File: src/rtl/dispatch_pkg.sv
// dispatch_pkg: shared constants, the packed dispatch bundle and the
// writeback wakeup-match helper used by the dispatch stage and its busy table.
package dispatch_pkg;

  localparam int PREG_NUM     = 64;
  localparam int PREG_W       = 6;
  localparam int ROB_SIZE_LOG = 6;
  localparam int PAYLOAD_W    = 160;

  // One renamed instruction as held in the dispatch slot.
  typedef struct packed {
    logic [PAYLOAD_W-1:0]    payload;
    logic [PREG_W-1:0]       prs1;
    logic [PREG_W-1:0]       prs2;
    logic [PREG_W-1:0]       prd;
    logic                    src1_is_reg;
    logic                    src2_is_reg;
    logic                    need_to_wb;
    logic                    robidx_flag;
    logic [ROB_SIZE_LOG-1:0] robidx;
  } disp_bundle_t;

  // True when either writeback port wakes up physical register preg.
  function automatic logic wakeup_hit(
    input logic              wb0_valid,
    input logic              wb0_need_to_wb,
    input logic [PREG_W-1:0] wb0_prd,
    input logic              wb1_valid,
    input logic              wb1_need_to_wb,
    input logic [PREG_W-1:0] wb1_prd,
    input logic [PREG_W-1:0] preg
  );
    return (wb0_valid & wb0_need_to_wb & (wb0_prd == preg)) |
           (wb1_valid & wb1_need_to_wb & (wb1_prd == preg));
  endfunction

endpackage

File: src/rtl/dispatch_stage_busy_table.sv
// dispatch_stage_busy_table: one busy bit per physical register.
// Ports:
//   clock, reset_n            clock, async active-low reset
//   set_valid/set_prd         mark a newly allocated destination busy
//   wb0_*, wb1_*              writeback wakeups (clear busy)
//   walk_valid/walk_prd       post-flush rollback (clear busy)
//   rd0_prs/rd0_busy,
//   rd1_prs/rd1_busy          combinational lookups with same-cycle wakeup bypass
module dispatch_stage_busy_table
  import dispatch_pkg::*;
(
  input  logic              clock,
  input  logic              reset_n,
  input  logic              set_valid,
  input  logic [PREG_W-1:0] set_prd,
  input  logic              wb0_valid,
  input  logic              wb0_need_to_wb,
  input  logic [PREG_W-1:0] wb0_prd,
  input  logic              wb1_valid,
  input  logic              wb1_need_to_wb,
  input  logic [PREG_W-1:0] wb1_prd,
  input  logic              walk_valid,
  input  logic [PREG_W-1:0] walk_prd,
  input  logic [PREG_W-1:0] rd0_prs,
  output logic              rd0_busy,
  input  logic [PREG_W-1:0] rd1_prs,
  output logic              rd1_busy
);

  logic [PREG_NUM-1:0] busy_q;
  logic [PREG_NUM-1:0] busy_d;

  // Next busy vector: allocation beats a same-cycle clear; preg 0 is never busy.
  always_comb begin
    busy_d = busy_q;
    busy_d[0] = 1'b0;
    for (int unsigned p = 32'd1; p < PREG_NUM; p++) begin
      if (set_valid && (set_prd == PREG_W'(p))) begin
        busy_d[p] = 1'b1;
      end else if (wakeup_hit(wb0_valid, wb0_need_to_wb, wb0_prd,
                              wb1_valid, wb1_need_to_wb, wb1_prd, PREG_W'(p)) ||
                   (walk_valid && (walk_prd == PREG_W'(p)))) begin
        busy_d[p] = 1'b0;
      end else begin
        busy_d[p] = busy_q[p];
      end
    end
  end

  // Busy table register, cleared asynchronously on reset.
  always_ff @(posedge clock or negedge reset_n) begin
    if (!reset_n) begin
      busy_q <= {PREG_NUM{1'b0}};
    end else begin
      busy_q <= busy_d;
    end
  end

  // A wakeup in the lookup cycle already counts as ready (bypass).
  assign rd0_busy = busy_q[rd0_prs] & (rd0_prs != {PREG_W{1'b0}}) &
                    ~wakeup_hit(wb0_valid, wb0_need_to_wb, wb0_prd,
                                wb1_valid, wb1_need_to_wb, wb1_prd, rd0_prs);
  assign rd1_busy = busy_q[rd1_prs] & (rd1_prs != {PREG_W{1'b0}}) &
                    ~wakeup_hit(wb0_valid, wb0_need_to_wb, wb0_prd,
                                wb1_valid, wb1_need_to_wb, wb1_prd, rd1_prs);

endmodule

File: src/rtl/dispatch_stage.sv
// dispatch_stage: single-entry slot between rename and the integer issue queue.
// Ports:
//   clock, reset_n        clock, async active-low reset
//   rn_*                  renamed instruction in, rn_valid/rn_ready handshake
//   iq_*                  registered instruction out, iq_valid/iq_ready handshake,
//                         iq_src1/2_state = 1 while the operand is still busy
//   writeback0/1_*        wakeup ports
//   flush_valid           redirect pulse, squashes the slot
//   walk_valid/walk_prd   rollback frees the busy bit of a squashed destination
module dispatch_stage
  import dispatch_pkg::*;
(
  input  logic                    clock,
  input  logic                    reset_n,
  input  logic                    rn_valid,
  output logic                    rn_ready,
  input  logic [PAYLOAD_W-1:0]    rn_payload,
  input  logic [PREG_W-1:0]       rn_prs1,
  input  logic [PREG_W-1:0]       rn_prs2,
  input  logic [PREG_W-1:0]       rn_prd,
  input  logic                    rn_src1_is_reg,
  input  logic                    rn_src2_is_reg,
  input  logic                    rn_need_to_wb,
  input  logic                    rn_robidx_flag,
  input  logic [ROB_SIZE_LOG-1:0] rn_robidx,
  output logic                    iq_valid,
  input  logic                    iq_ready,
  output logic [PAYLOAD_W-1:0]    iq_payload,
  output logic [PREG_W-1:0]       iq_prs1,
  output logic [PREG_W-1:0]       iq_prs2,
  output logic [PREG_W-1:0]       iq_prd,
  output logic                    iq_src1_is_reg,
  output logic                    iq_src2_is_reg,
  output logic                    iq_need_to_wb,
  output logic                    iq_robidx_flag,
  output logic [ROB_SIZE_LOG-1:0] iq_robidx,
  output logic                    iq_src1_state,
  output logic                    iq_src2_state,
  input  logic                    writeback0_valid,
  input  logic                    writeback0_need_to_wb,
  input  logic [PREG_W-1:0]       writeback0_prd,
  input  logic                    writeback1_valid,
  input  logic                    writeback1_need_to_wb,
  input  logic [PREG_W-1:0]       writeback1_prd,
  input  logic                    flush_valid,
  input  logic                    walk_valid,
  input  logic [PREG_W-1:0]       walk_prd
);

  disp_bundle_t rn_bundle;
  disp_bundle_t slot_q, slot_d;
  logic         slot_valid_q, slot_valid_d;
  logic         src1_state_q, src1_state_d;
  logic         src2_state_q, src2_state_d;
  logic         fire;
  logic         src1_busy, src2_busy;

  assign rn_bundle = '{payload:     rn_payload,
                       prs1:        rn_prs1,
                       prs2:        rn_prs2,
                       prd:         rn_prd,
                       src1_is_reg: rn_src1_is_reg,
                       src2_is_reg: rn_src2_is_reg,
                       need_to_wb:  rn_need_to_wb,
                       robidx_flag: rn_robidx_flag,
                       robidx:      rn_robidx};

  // Rename stalls during redirect and rollback so no flushed work enters.
  assign rn_ready = (~slot_valid_q | iq_ready) & ~flush_valid & ~walk_valid;
  assign fire     = rn_valid & rn_ready;
  // The issue queue does not arbitrate flush against enqueue, so mask here.
  assign iq_valid = slot_valid_q & ~flush_valid;

  dispatch_stage_busy_table u_busy_table (
    .clock          (clock),
    .reset_n        (reset_n),
    .set_valid      (fire & rn_need_to_wb),
    .set_prd        (rn_prd),
    .wb0_valid      (writeback0_valid),
    .wb0_need_to_wb (writeback0_need_to_wb),
    .wb0_prd        (writeback0_prd),
    .wb1_valid      (writeback1_valid),
    .wb1_need_to_wb (writeback1_need_to_wb),
    .wb1_prd        (writeback1_prd),
    .walk_valid     (walk_valid),
    .walk_prd       (walk_prd),
    .rd0_prs        (rn_prs1),
    .rd0_busy       (src1_busy),
    .rd1_prs        (rn_prs2),
    .rd1_busy       (src2_busy)
  );

  // Slot next state: flush > fire > drain > hold; held state bits still see wakeups.
  always_comb begin
    slot_d       = slot_q;
    slot_valid_d = slot_valid_q;
    src1_state_d = src1_state_q & ~wakeup_hit(writeback0_valid, writeback0_need_to_wb,
                                              writeback0_prd, writeback1_valid,
                                              writeback1_need_to_wb, writeback1_prd,
                                              slot_q.prs1);
    src2_state_d = src2_state_q & ~wakeup_hit(writeback0_valid, writeback0_need_to_wb,
                                              writeback0_prd, writeback1_valid,
                                              writeback1_need_to_wb, writeback1_prd,
                                              slot_q.prs2);
    if (flush_valid) begin
      slot_valid_d = 1'b0;
    end else if (fire) begin
      slot_valid_d = 1'b1;
      slot_d       = rn_bundle;
      src1_state_d = rn_src1_is_reg & src1_busy;
      src2_state_d = rn_src2_is_reg & src2_busy;
    end else if (iq_ready) begin
      slot_valid_d = 1'b0;
    end else begin
      slot_valid_d = slot_valid_q;
    end
  end

  // Slot registers, cleared asynchronously on reset.
  always_ff @(posedge clock or negedge reset_n) begin
    if (!reset_n) begin
      slot_valid_q <= 1'b0;
      slot_q       <= '0;
      src1_state_q <= 1'b0;
      src2_state_q <= 1'b0;
    end else begin
      slot_valid_q <= slot_valid_d;
      slot_q       <= slot_d;
      src1_state_q <= src1_state_d;
      src2_state_q <= src2_state_d;
    end
  end

  assign iq_payload     = slot_q.payload;
  assign iq_prs1        = slot_q.prs1;
  assign iq_prs2        = slot_q.prs2;
  assign iq_prd         = slot_q.prd;
  assign iq_src1_is_reg = slot_q.src1_is_reg;
  assign iq_src2_is_reg = slot_q.src2_is_reg;
  assign iq_need_to_wb  = slot_q.need_to_wb;
  assign iq_robidx_flag = slot_q.robidx_flag;
  assign iq_robidx      = slot_q.robidx;
  assign iq_src1_state  = src1_state_q;
  assign iq_src2_state  = src2_state_q;

endmodule

File: config.mk
export PLATFORM = sky130hd
export DESIGN_NAME = dispatch_stage
export DESIGN_NICKNAME = d
export VERILOG_FILES = /design/src/rtl/dispatch_pkg.sv /design/src/rtl/dispatch_stage_busy_table.sv /design/src/rtl/dispatch_stage.sv
export SDC_FILE = /design/constraint.sdc
export NUM_CORES = 1
export LEC_CHECK = 0
export BUFFER_PORTS_ARGS = -buffer_cell sky130_fd_sc_hd__buf_2
export CAP_MARGIN = 30
export CORE_MARGIN = 1
export CORE_UTILIZATION = 27
export DETAILED_ROUTE_END_ITERATION = 10
export GPL_ROUTABILITY_DRIVEN = 0
export PLACE_DENSITY = 0.55
export SYNTH_ARGS = -nofsm -noshare
export SYNTH_HDL_FRONTEND = slang
export SYNTH_HIERARCHICAL = 1
export SYNTH_SLANG_ARGS = --single-unit
File: constraint.sdc
create_clock -name clock -period 3.31 [get_ports clock]
set_input_delay 0.1655 -clock clock [delete_from_list [all_inputs] [get_ports clock]]
set_output_delay 0.1655 -clock clock [all_outputs]
set_load 0.02 [all_outputs]
# Word-level counts from Yosys, hierarchy flattened
# Index checks and enable logic that the tools add are counted.
[classes] bitwise_logic=224 eq_ne=260 n_mux=137 n_lt_le_gt_ge=2 n_reduce_logical=256
[op_table] op="equality test 6 bit (second input constant)" count=128
[op_table] op="equality test 6 x 5 -> 1 bit (second input constant)" count=64
[op_table] op="equality test 6 x 4 -> 1 bit (second input constant)" count=32
[op_table] op="bitwise AND 1 bit" count=149
[op_table] op="two-way mux 1 bit" count=135
[op_table] op="logical AND 1 bit" count=126
[op_table] op="nonzero test 2 bit" count=63
[op_table] op="equality test 6 x 3 -> 1 bit (second input constant)" count=16
[op_table] op="OR 1 bit" count=68
[op_table] op="logical OR 1 bit" count=63
[op_table] op="equality test 6 x 2 -> 1 bit (second input constant)" count=8
[op_table] op="equality test 6 bit" count=8
[op_table] op="equality test 6 x 1 -> 1 bit (second input constant)" count=4
[op_table] op="less-than comparator 6 x 7 -> 1 bit (second input constant)" count=2
[op_table] op="binary-select mux 1 bit (select 6 bit)" count=2
[op_table] op="nonzero test 6 bit" count=2
[op_table] op="NOT 1 bit" count=7
[op_table] op="nonzero test 3 bit" count=1
[op_table] op="AND reduction 2 bit" count=1
[word_totals] elab_cells=954 register_bits=254

# Logic depth before layout (Yosys ltp)
# Gate-level depths: netlist (run 1).
[logic_depth] word_depth=8 ltp_mapped=9 mapped_depth_nobuf=7

# By module
# Netlist (run 1), hierarchy kept.
[modules_own_cells] module="dispatch_stage" area_per_inst_um2=7407.1 n_inst=1 seq_area_each_um2=4779.6 cells_each=445
[modules_own_cells] module="dispatch_stage_busy_table" area_per_inst_um2=4884.7 n_inst=1 seq_area_each_um2=1576.5 cells_each=529

# Least setup slack after synthesis (run 1)
# Ideal clock, no wire load.
[synth_path] kind="reg2reg" from="register slot_valid_q" to="register u_busy_table.busy_q[10]" stages_incl_launch_ff=9 period_less_slack_ps=2354 t_arrival_ps=2271 setup_slack_ps=956 setup_ps=82 cell_sequence="dfrtp_1 a2111oi_4 buf_2 buf_4 and2_1 or3b_2 clkbuf_1 clkbuf_1 o22ai_1"
[synth_via] elab_chain_cells=8
[synth_lines] item="from (decl)" line="dispatch_stage.sv:52" source="logic slot_valid_q, slot_valid_d;"
[synth_lines] item="from (signal assigned)" line="dispatch_stage.sv:127" source="slot_valid_q <= slot_valid_d;"
[synth_lines] item="NOT 1 bit (*)" line="dispatch_stage.sv:69" source="assign rn_ready = (~slot_valid_q | iq_ready) & ~flush_valid & ~walk_valid;"
[synth_lines] item="OR 1 bit (*)" line="dispatch_stage.sv:69"
[synth_lines] item="bitwise AND 1 bit (*) (2 in a row)" line="dispatch_stage.sv:69"
[synth_lines] item="bitwise AND 1 bit (*)" line="dispatch_stage.sv:70" source="assign fire = rn_valid & rn_ready;"
[synth_lines] item="bitwise AND 1 bit (*)" line="dispatch_stage.sv:77" source=".set_valid (fire & rn_need_to_wb),"
[synth_lines] item="logical AND 1 bit (*)" line="dispatch_stage_busy_table.sv:38" source="if (set_valid && (set_prd == PREG_W'(p))) begin"
[synth_lines] item="two-way mux 1 bit or nonzero test 2 bit (tied branches)"
[synth_lines] item="to (signal assigned)" line="dispatch_stage_busy_table.sv:53" source="busy_q <= {PREG_NUM{1'b0}};"
[synth_lines] item="to (signal assigned)" line="dispatch_stage_busy_table.sv:55" source="busy_q <= busy_d;"
[synth_lines] item="to (decl)" line="dispatch_stage_busy_table.sv:30" source="logic [PREG_NUM-1:0] busy_q;"
# Mark *: on every way between the ends. The rest lies on a longest branch, timed or not.
# A chain may end at the register's enable or synchronous reset.

# Final worst setup path (run 1)
[layout_path] from="register slot_valid_q" to="register u_busy_table.busy_q[52]"
# The elaborated chain is that of the path after synthesis.

==> metrics.txt, run 1 <==
status=complete, no violations; Slowest-stage cell, CP=nand3_1; fmax=0.410 GHz; First-pass DRT Iterations=7; initial antenna violation count=2; Pleak=7.67 nW; Via density=5.14; worst path required time=3.78 ns; Layout Skew=0.0279 ns; root buffer selected by CTS=clkbuf_16; Final Cycle Share=73.6%; via count=11000; syn_area_per_cell=12.6 um^2; Die Wd=215 um; # IOs=408; Slew Limit Fails=0; Final Hold Viols=0; Power, Total=0.0100 W; CP top delay family=simple AND/OR/NAND/NOR gates; first-pass GRT wire length=70400 um; cts bufs inserted=30; Synth async-reset ratio=100%; GRT overflow=0; commonest non-fill, non-tap cell in the layout=buf_2; area grow syn2layout=43.8%; remaining routing DRC violations=0; setup bufs post-CTS=0; Rows=77; die height=215 um; layout cells sized above 1=43.9%; CP max stage delay=0.72 ns; Starting Density=27.6%; CORE AREA=44600 um^2; Total Wirelength=46000 um; later-pin clock latency in the skew report=0.59 ns; RSZ-0062 raised after global routing=false; Initial DRC Count=926; final hold slack=0.0417 ns; post-cts resize count=0; distinct cell type count after synthesis=45; non-filler instance count after layout=2150; crit path max fanout=16; synthesized instance count=974; final setup vio count=0; clk sinks=254; Placed Cells=1914; most common flop cell mapped by yosys=dfrtp_1; measured slew at the worst slew-check pin=1.11 ns; # nets final=1752; Setup TNS=0 ns; Die Area=46400 um^2; flops & latches, synth=254; final core area utilization=39.6%; Critical Path Source Type=flop; gr usage total=19.5%; largest net degree at the start of global routing=194; Hold-fix buffers, CTS=182; PortBufs=407; worst endpoint data arrival time=2.91 ns; syn nets=1190; Power per Cell Area=566 nW/um^2; Yosys warning total=6; MaxCap Viol Count=0; H-tree depth=1; Reg clk slew, reported paths=0.06 ns; crit path cell chain=a2111oi_4, and2_1, nand3_1, o22ai_1; Seq/Total Area, Yosys=51.7%; Slew headroom=25.9%; critical path class=flop to flop; CP endpoint kind=flop; EDFF count, synth=0; most frequent cells in the layout=406 x buf_2, 254 x dfrtp_1, 190 x mux2_2; WL/cell=21.4 um; post-detailed-route count of antenna-violating nets=0; HP Class=primary input to flop; Max IR drop VDD=412 uV; min cycle time layout=2.44 ns; CTS Buffer Depth=3; Final HPWL DP=32000 um; CTS tree=done; Buffers & Inverters on Critical Path=0; number of global-route vias before repair=11700; max reg flops=160; Synth Cell Area=12300 um^2
## cell type report
class | instances | area, um^2
multi-input combinational | 651 | 5540
inverter | 3 | 11.3
timing repair buffer | 596 | 3960
fill | 4232 | 26900
clock inverter | 13 | 218
tap | 592 | 741
clock buffer | 40 | 848
sequential | 254 | 6360
antenna | 1 | 2.50
## synthesized netlist by cell type, types with 2 or more instances
master | count | share of area [%]
dfrtp_1 | 254 | 52
nor4_1 | 9 | 0.46
and2_1 | 2 | 0.10
clkbuf_1 | 20 | 0.61
inv_1 | 3 | 0.092
mux2i_1 | 9 | 0.73
o41ai_1 | 2 | 0.14
o31ai_1 | 3 | 0.18
or3_1 | 2 | 0.10
nand3_1 | 33 | 1.3
nand2_1 | 50 | 1.5
mux4_1 | 3 | 0.64
a21oi_1 | 4 | 0.16
xnor2_1 | 24 | 1.7
nand3b_1 | 7 | 0.43
or3b_2 | 2 | 0.14
o22ai_1 | 64 | 3.3
buf_6 | 6 | 0.55
nor2_1 | 79 | 2.4
buf_4 | 19 | 1.2
nor2b_1 | 17 | 0.87
mux2_2 | 190 | 17
o221ai_1 | 63 | 4.5
xor2_1 | 24 | 1.7
nand4_1 | 16 | 0.81
nor3b_1 | 2 | 0.12
o21ai_0 | 2 | 0.081
mux4_2 | 27 | 4.9
and3b_1 | 3 | 0.21
buf_2 | 20 | 0.81
## routing by layer
metal | GRT usage (%) | share of wire [%] | routed length [um]
met1 | 23.6 | 38 | 17700
met2 | 34.2 | 50 | 23200
met3 | 4.29 | 8.3 | 3800
met4 | 6.10 | 3.0 | 1370
met5 | 0 | 0 | 0
## worst paths after layout
| kind | startpoint | end | slack (ns) | cells after the start |
|---|---|---|---|---|
| min in group asynchronous | reset_n | iq_payload[137]$_DFFE_PN0P_ | 0.18 | 2 |
| hold reg to reg | iq_payload[134]$_DFFE_PN0P_ | iq_payload[134]$_DFFE_PN0P_ | 0.50 | 1 |
| hold / removal | rn_prs1[3] | iq_prs1[3]$_DFFE_PN0P_ | 0.04 | 2 |
| setup / recovery | slot_valid_q$_DFFE_PN0P_ | u_busy_table/busy_q[52]$_DFFE_PN0P_ | 0.87 | 4 |
| setup reg to reg | slot_valid_q$_DFFE_PN0P_ | u_busy_table/busy_q[52]$_DFFE_PN0P_ | 0.87 | 4 |
| max in group asynchronous | reset_n | iq_robidx[3]$_DFFE_PN0P_ | 2.22 | 3 |
## power by group
part | internal [W] | leakage (nW) | switching (W)
logic | 0.00108 | 4.01 | 0.00143
registers | 0.00361 | 3.14 | 0.000323
clock network | 0.00218 | 0.523 | 0.00137
## cell families after synthesis
family	after synthesis	synth area share, %
DFF	254	51.7
muxes	229	23.7
xor gates and xnor gates	48	3.42
buffers and inverters	69	3.26
AOI/OAI and AO/OA	147	9.04
and+or+nand+nor	227	8.85
## per-stage QoR
step / setup slack [ns] / area, um^2
6_report: 0.873 / 17700
5_1_grt: 0.791 / 17700
4_1_cts: 0.939 / 17700
2_1_floorplan: 0.956 / 12300
3_5_place_dp: 1.01 / 14800
3_3_place_gp: 1.04 / 14800
Power figures use the tool's default switching activity.
==> inputs of run 2 (changes only) <==
- clock period: 3.31 -> 2.5 ns (I/O delays scaled with it)
==> metrics.txt, run 2 (synthesis gave the netlist of run 1 again) <==
measured slew at the worst slew-check pin=0.991 ns; Layout Skew=0.0213 ns; crit path from=slot_valid_q$_DFFE_PN0P_; Final HPWL DP=32100 um; reg-to-reg slack, setup=0.43 ns; via count=11200; met1 WL=17600 um; Max IR drop VDD=682 uV; root buffer selected by CTS=clkbuf_16; Reg clk slew, reported paths=0.06 ns; combinational power share=26.0%; layout cells sized above 1=44.0%; setup bufs post-CTS=0; Initial DRC Count=1093; register share of total power=40.7%; clk sinks=254; min cycle time layout=2.07 ns; Final Cycle Share=82.7%; max reg flops=160; critical path class=flop to flop; status=complete, no violations; Die Area=46400 um^2; DR WL met2=23100 um; commonest non-fill, non-tap cell in the layout=buf_2; fmax=0.483 GHz; post-cts resize count=0; CP endpoint kind=flop; HP Class=primary input to async pin; sw frac=32.0%; RSZ-0062 raised after global routing=false; cts bufs inserted=30; worst endpoint data arrival time=2.58 ns; Top Layer Used=met4; MaxCap Viol Count=0; Total Wirelength=46300 um; later-pin clock latency in the skew report=0.57 ns; Power per Cell Area=726 nW/um^2; reg2reg end=slot_valid_q$_DFFE_PN0P_; CORE AREA=44600 um^2; area grow syn2layout=43.9%; Starting Density=27.6%; number of global-route vias before repair=11900; post-detailed-route count of antenna-violating nets=0; initial antenna violation count=2; Pleak=7.67 nW; final core area utilization=39.7%; Setup crit end=slot_valid_q$_DFFE_PN0P_; WL/cell=21.4 um; Final Hold Viols=0; PortBufs=407; most frequent cells in the layout=406 x buf_2, 254 x dfrtp_1, 190 x mux2_2; # nets final=1763; largest net degree at the start of global routing=101; final setup vio count=0; post-route cell area=17700 um^2; H-tree depth=1; crit path max fanout=92; worst path required time=3.01 ns; FF-to-FF Start=slot_valid_q$_DFFE_PN0P_; remaining routing DRC violations=0; Setup TNS=0 ns; Slew headroom=33.8%; Clk pwr share=33.3%; Via density=5.17; GRT overflow=0; Slew Limit Fails=0; gr usage total=19.5%; Reg2Reg Depth=5; final hold slack=0.0528 ns; Power, Total=0.0128 W; CTS tree=done; sw power=0.00411 W; length of routed met3 wiring=4180 um; Die Wd=215 um; First-pass DRT Iterations=7; first-pass GRT wire length=70800 um; CTS Buffer Depth=3; P_int=0.00874 W; Critical Path Source Type=flop; Rows=77; # IOs=408; Post-DP Area=14900 um^2; die height=215 um
-- run 2: worst min-delay path by stage --
stage	endpoint	slack, ns	cells past startpoint
after floorplan	iq_need_to_wb$_DFFE_PN0P_	-0.17	0
after detailed placement	iq_payload[137]$_DFFE_PN0P_	0.08	1
after global routing	iq_prs2[4]$_DFFE_PN0P_	0.08	2
after CTS	iq_prs2[4]$_DFFE_PN0P_	0.04	2
final	iq_payload[137]$_DFFE_PN0P_	0.05	2
after global placement	iq_payload[137]$_DFFE_PN0P_	0.08	1
-- run 2: repair_timing --
| item | CTS | global route |
|---|---|---|
| endpoints found under the setup margin | 0 | 0 |
| hold buffers | 183 | 0 |
| endpoints found under the hold margin | 422 | 0 |
-- run 2: power groups by stage --
| stage | sequential, W | clock (W) | combinational [W] |
|---|---|---|---|
| after floorplan | 0.00599 | 0 | 0.00102 |
| after global placement | 0.00524 | 0 | 0.00307 |
| after detailed placement | 0.00526 | 0 | 0.00310 |
| after CTS | 0.00521 | 0.00440 | 0.00333 |
| after global routing | 0.00531 | 0.00454 | 0.00353 |
| final | 0.00523 | 0.00428 | 0.00334 |
-- run 2: layout make-up --
type / count / area [um^2]
Tap cell: 592 / 741
Clock buffer: 45 / 877
Inverter: 3 / 11.3
Fill cell: 4217 / 26900
Clock inverter: 9 / 95.1
Timing Repair Buffer: 607 / 4070
Antenna cell: 2 / 5.00
Sequential cell: 254 / 6360
Multi-Input combinational cell: 651 / 5540
-- run 2: through the flow --
step                      cells  setup WS [ns]
after floorplan             974          0.146
after global placement     1924          0.466
after detailed placement   1924          0.503
after CTS                  2161          0.415
after global routing       2163          0.316
final                      2163          0.431
-- run 2: routing by layer --
layer,GRT usage [%],vias up
li1,-,4835
met4,7.19,0
met3,4.71,131
met1,23.4,5522
met2,33.6,702
met5,0,-
-- run 2: worst max-delay path, cell delays in order, from the launching register on --
cell and delay (ns):
dfrtp_1 0.41, a2111oi_4 0.31, buf_4 0.20, buf_12 0.37
a21o_1 0.13, dlygate4sd3_1 0.54
==> inputs of run 3 (changes only) <==
- PLACE_DENSITY: 0.55 -> 0.57
- clock period: 2.5 -> 1.85 ns (I/O delays scaled with it)
==> metrics.txt, run 3 (synthesis gave the netlist of run 1 again) <==
status=complete, no violations; CP max stage delay=0.52 ns; GRT overflow=0; min cycle time layout=1.81 ns; Final Cycle Share=97.8%; Reg clk slew, reported paths=0.06 ns; RSZ-0062 raised after global routing=true; Reg2Reg Depth=4; area of the multi-input gates=5570 um^2; measured slew at the worst slew-check pin=0.537 ns; Worst Setup Slack, final=0.0401 ns; register share of total power=39.5%; grt peak-use layer=met2; sw frac=32.0%; Rows=77; most frequent cells in the layout=406 x buf_2, 254 x dfrtp_1, 188 x mux2_2; Starting Density=27.6%; cts bufs inserted=30; CTS tree=done; Power per Cell Area=976 nW/um^2; # IOs=408; Final Hold Viols=0; via count=11300; later-pin clock latency in the skew report=0.59 ns; FILL cells=4169; worst endpoint data arrival time=2.30 ns; post-route cell area=18300 um^2; hold depth=2; Total Wirelength=48300 um; P_int=0.0121 W; fmax=0.553 GHz; First-pass DRT Iterations=5; first-pass GRT wire length=73000 um; Pleak=8.01 nW; Die Area=46400 um^2; PortBufs=407; CTS Buffer Depth=3; largest net degree at the start of global routing=74; clk sinks=254; reg-to-reg slack, setup=0.04 ns; grt met2 use=35.4%; Final HPWL DP=33200 um; remaining routing DRC violations=0; die height=215 um; crit path max fanout=15; layout cells sized above 1=46.3%; critical path class=flop to flop; crit path from=slot_valid_q$_DFFE_PN0P_; Slowest-stage cell, CP=or3b_4; Die Wd=215 um; worst path required time=2.34 ns; met1 Use GR=23.9%; MaxCap Viol Count=0; Clk pwr share=34.5%; reg2reg end=u_busy_table/busy_q[11]$_DFFE_PN0P_; Setup crit end=u_busy_table/busy_q[11]$_DFFE_PN0P_; pre-CTS WS=-0.0207 ns; crit path cell chain=a2111oi_4, and2_4, or3b_4, o22ai_1; H-tree depth=1; WL/cell=21.8 um; Slew Limit Fails=0; max reg flops=160; gr usage total=20.2%; storage element area=6360 um^2; Post-DP Area=15300 um^2; root buffer selected by CTS=clkbuf_16; commonest non-fill, non-tap cell in the layout=buf_2; final core area utilization=41.0%; Setup TNS=0 ns; CORE AREA=44600 um^2; Via density=5.11; hold_sp=rn_prs2[4]; combinational power share=25.9%; area grow syn2layout=48.8%; # nets final=1813; final setup vio count=0; HP Class=primary input to flop; initial antenna violation count=1; Initial DRC Count=1016; post-detailed-route count of antenna-violating nets=0; Max IR drop VDD=1040 uV; sw power=0.00572 W; Slew headroom=63.9%; Layout Skew=0.0214 ns; CP endpoint kind=flop; Critical Path Source Type=flop; FF-to-FF Start=slot_valid_q$_DFFE_PN0P_; number of global-route vias before repair=12200; met3 Resource Use GR=4.16%
run 3: changes by cell type in the layout (fill, tap and decap cells not counted), sizes merged:
cell	previous run	this run
diode	2	1
clkinv	4	7
clkbuf	45	40
inv	3	4
bufinv	1	3
buf	424	473
run 3: layer usage:
metal,vias to the layer above,routed length (um)
met5,-,0
met4,0,1900
met3,130,4280
met2,699,24300
met1,5550,17900
li1,4917,-
run 3: cell type report:
class                   instances  share of cell area, %
clock inverters                15                   1.05
inverters                       3                 0.0615
repair buffers                657                   25.0
flip-flops and latches        254                   34.7
multi-input cells             651                   30.5
clock buffers                  39                   4.62
diodes                          1                 0.0137
well taps                     592                   4.05
run 3: timing repair:
action | CTS | global route
endpoints found under the hold margin | 443 | 0
resized for setup | 0 | 8
setup endpoints to repair | 1 | 33
gates cloned | 0 | 1
hold buffers | 184 | 0
buffers inserted | 0 | 9
pin swaps | 1 | 0
run 3: worst min path at each step:
stage	to	slack, ns
final	iq_prs2[4]$_DFFE_PN0P_	0.04
after global routing	iq_prs2[4]$_DFFE_PN0P_	0.04
after CTS	iq_prs2[4]$_DFFE_PN0P_	0.009
after detailed placement	iq_payload[50]$_DFFE_PN0P_	0.006
after global placement	iq_payload[50]$_DFFE_PN0P_	-0.004
after floorplan	iq_need_to_wb$_DFFE_PN0P_	-0.20
run 3: worst max-delay path, delay by kind of cell (launching register included):
kind	cells	cell delay [ns]
flip-flops	1	0.42
AO/OA/AOI/OAI	2	0.53
AND/OR/NAND/NOR	2	0.75
run 3: power by group through the flow:
| stage | logic (W) | registers, W | clock network [W] |
|---|---|---|---|
| global placement | 0.00422 | 0.00707 | 0 |
| global route | 0.00489 | 0.00718 | 0.00649 |
| detailed placement | 0.00426 | 0.00711 | 0 |
| CTS | 0.00458 | 0.00703 | 0.00631 |
| floorplan | 0.00138 | 0.00810 | 0 |
| finish | 0.00463 | 0.00706 | 0.00617 |
run 3: per-stage QoR:
step                std cells  power (W)  hold WS, ns
floorplan                 974    0.00948       -0.203
global placement         1963     0.0113     -0.00396
detailed placement       1963     0.0114      0.00626
CTS                      2201     0.0179      0.00880
global route             2212     0.0186       0.0434
finish                   2212     0.0179       0.0439
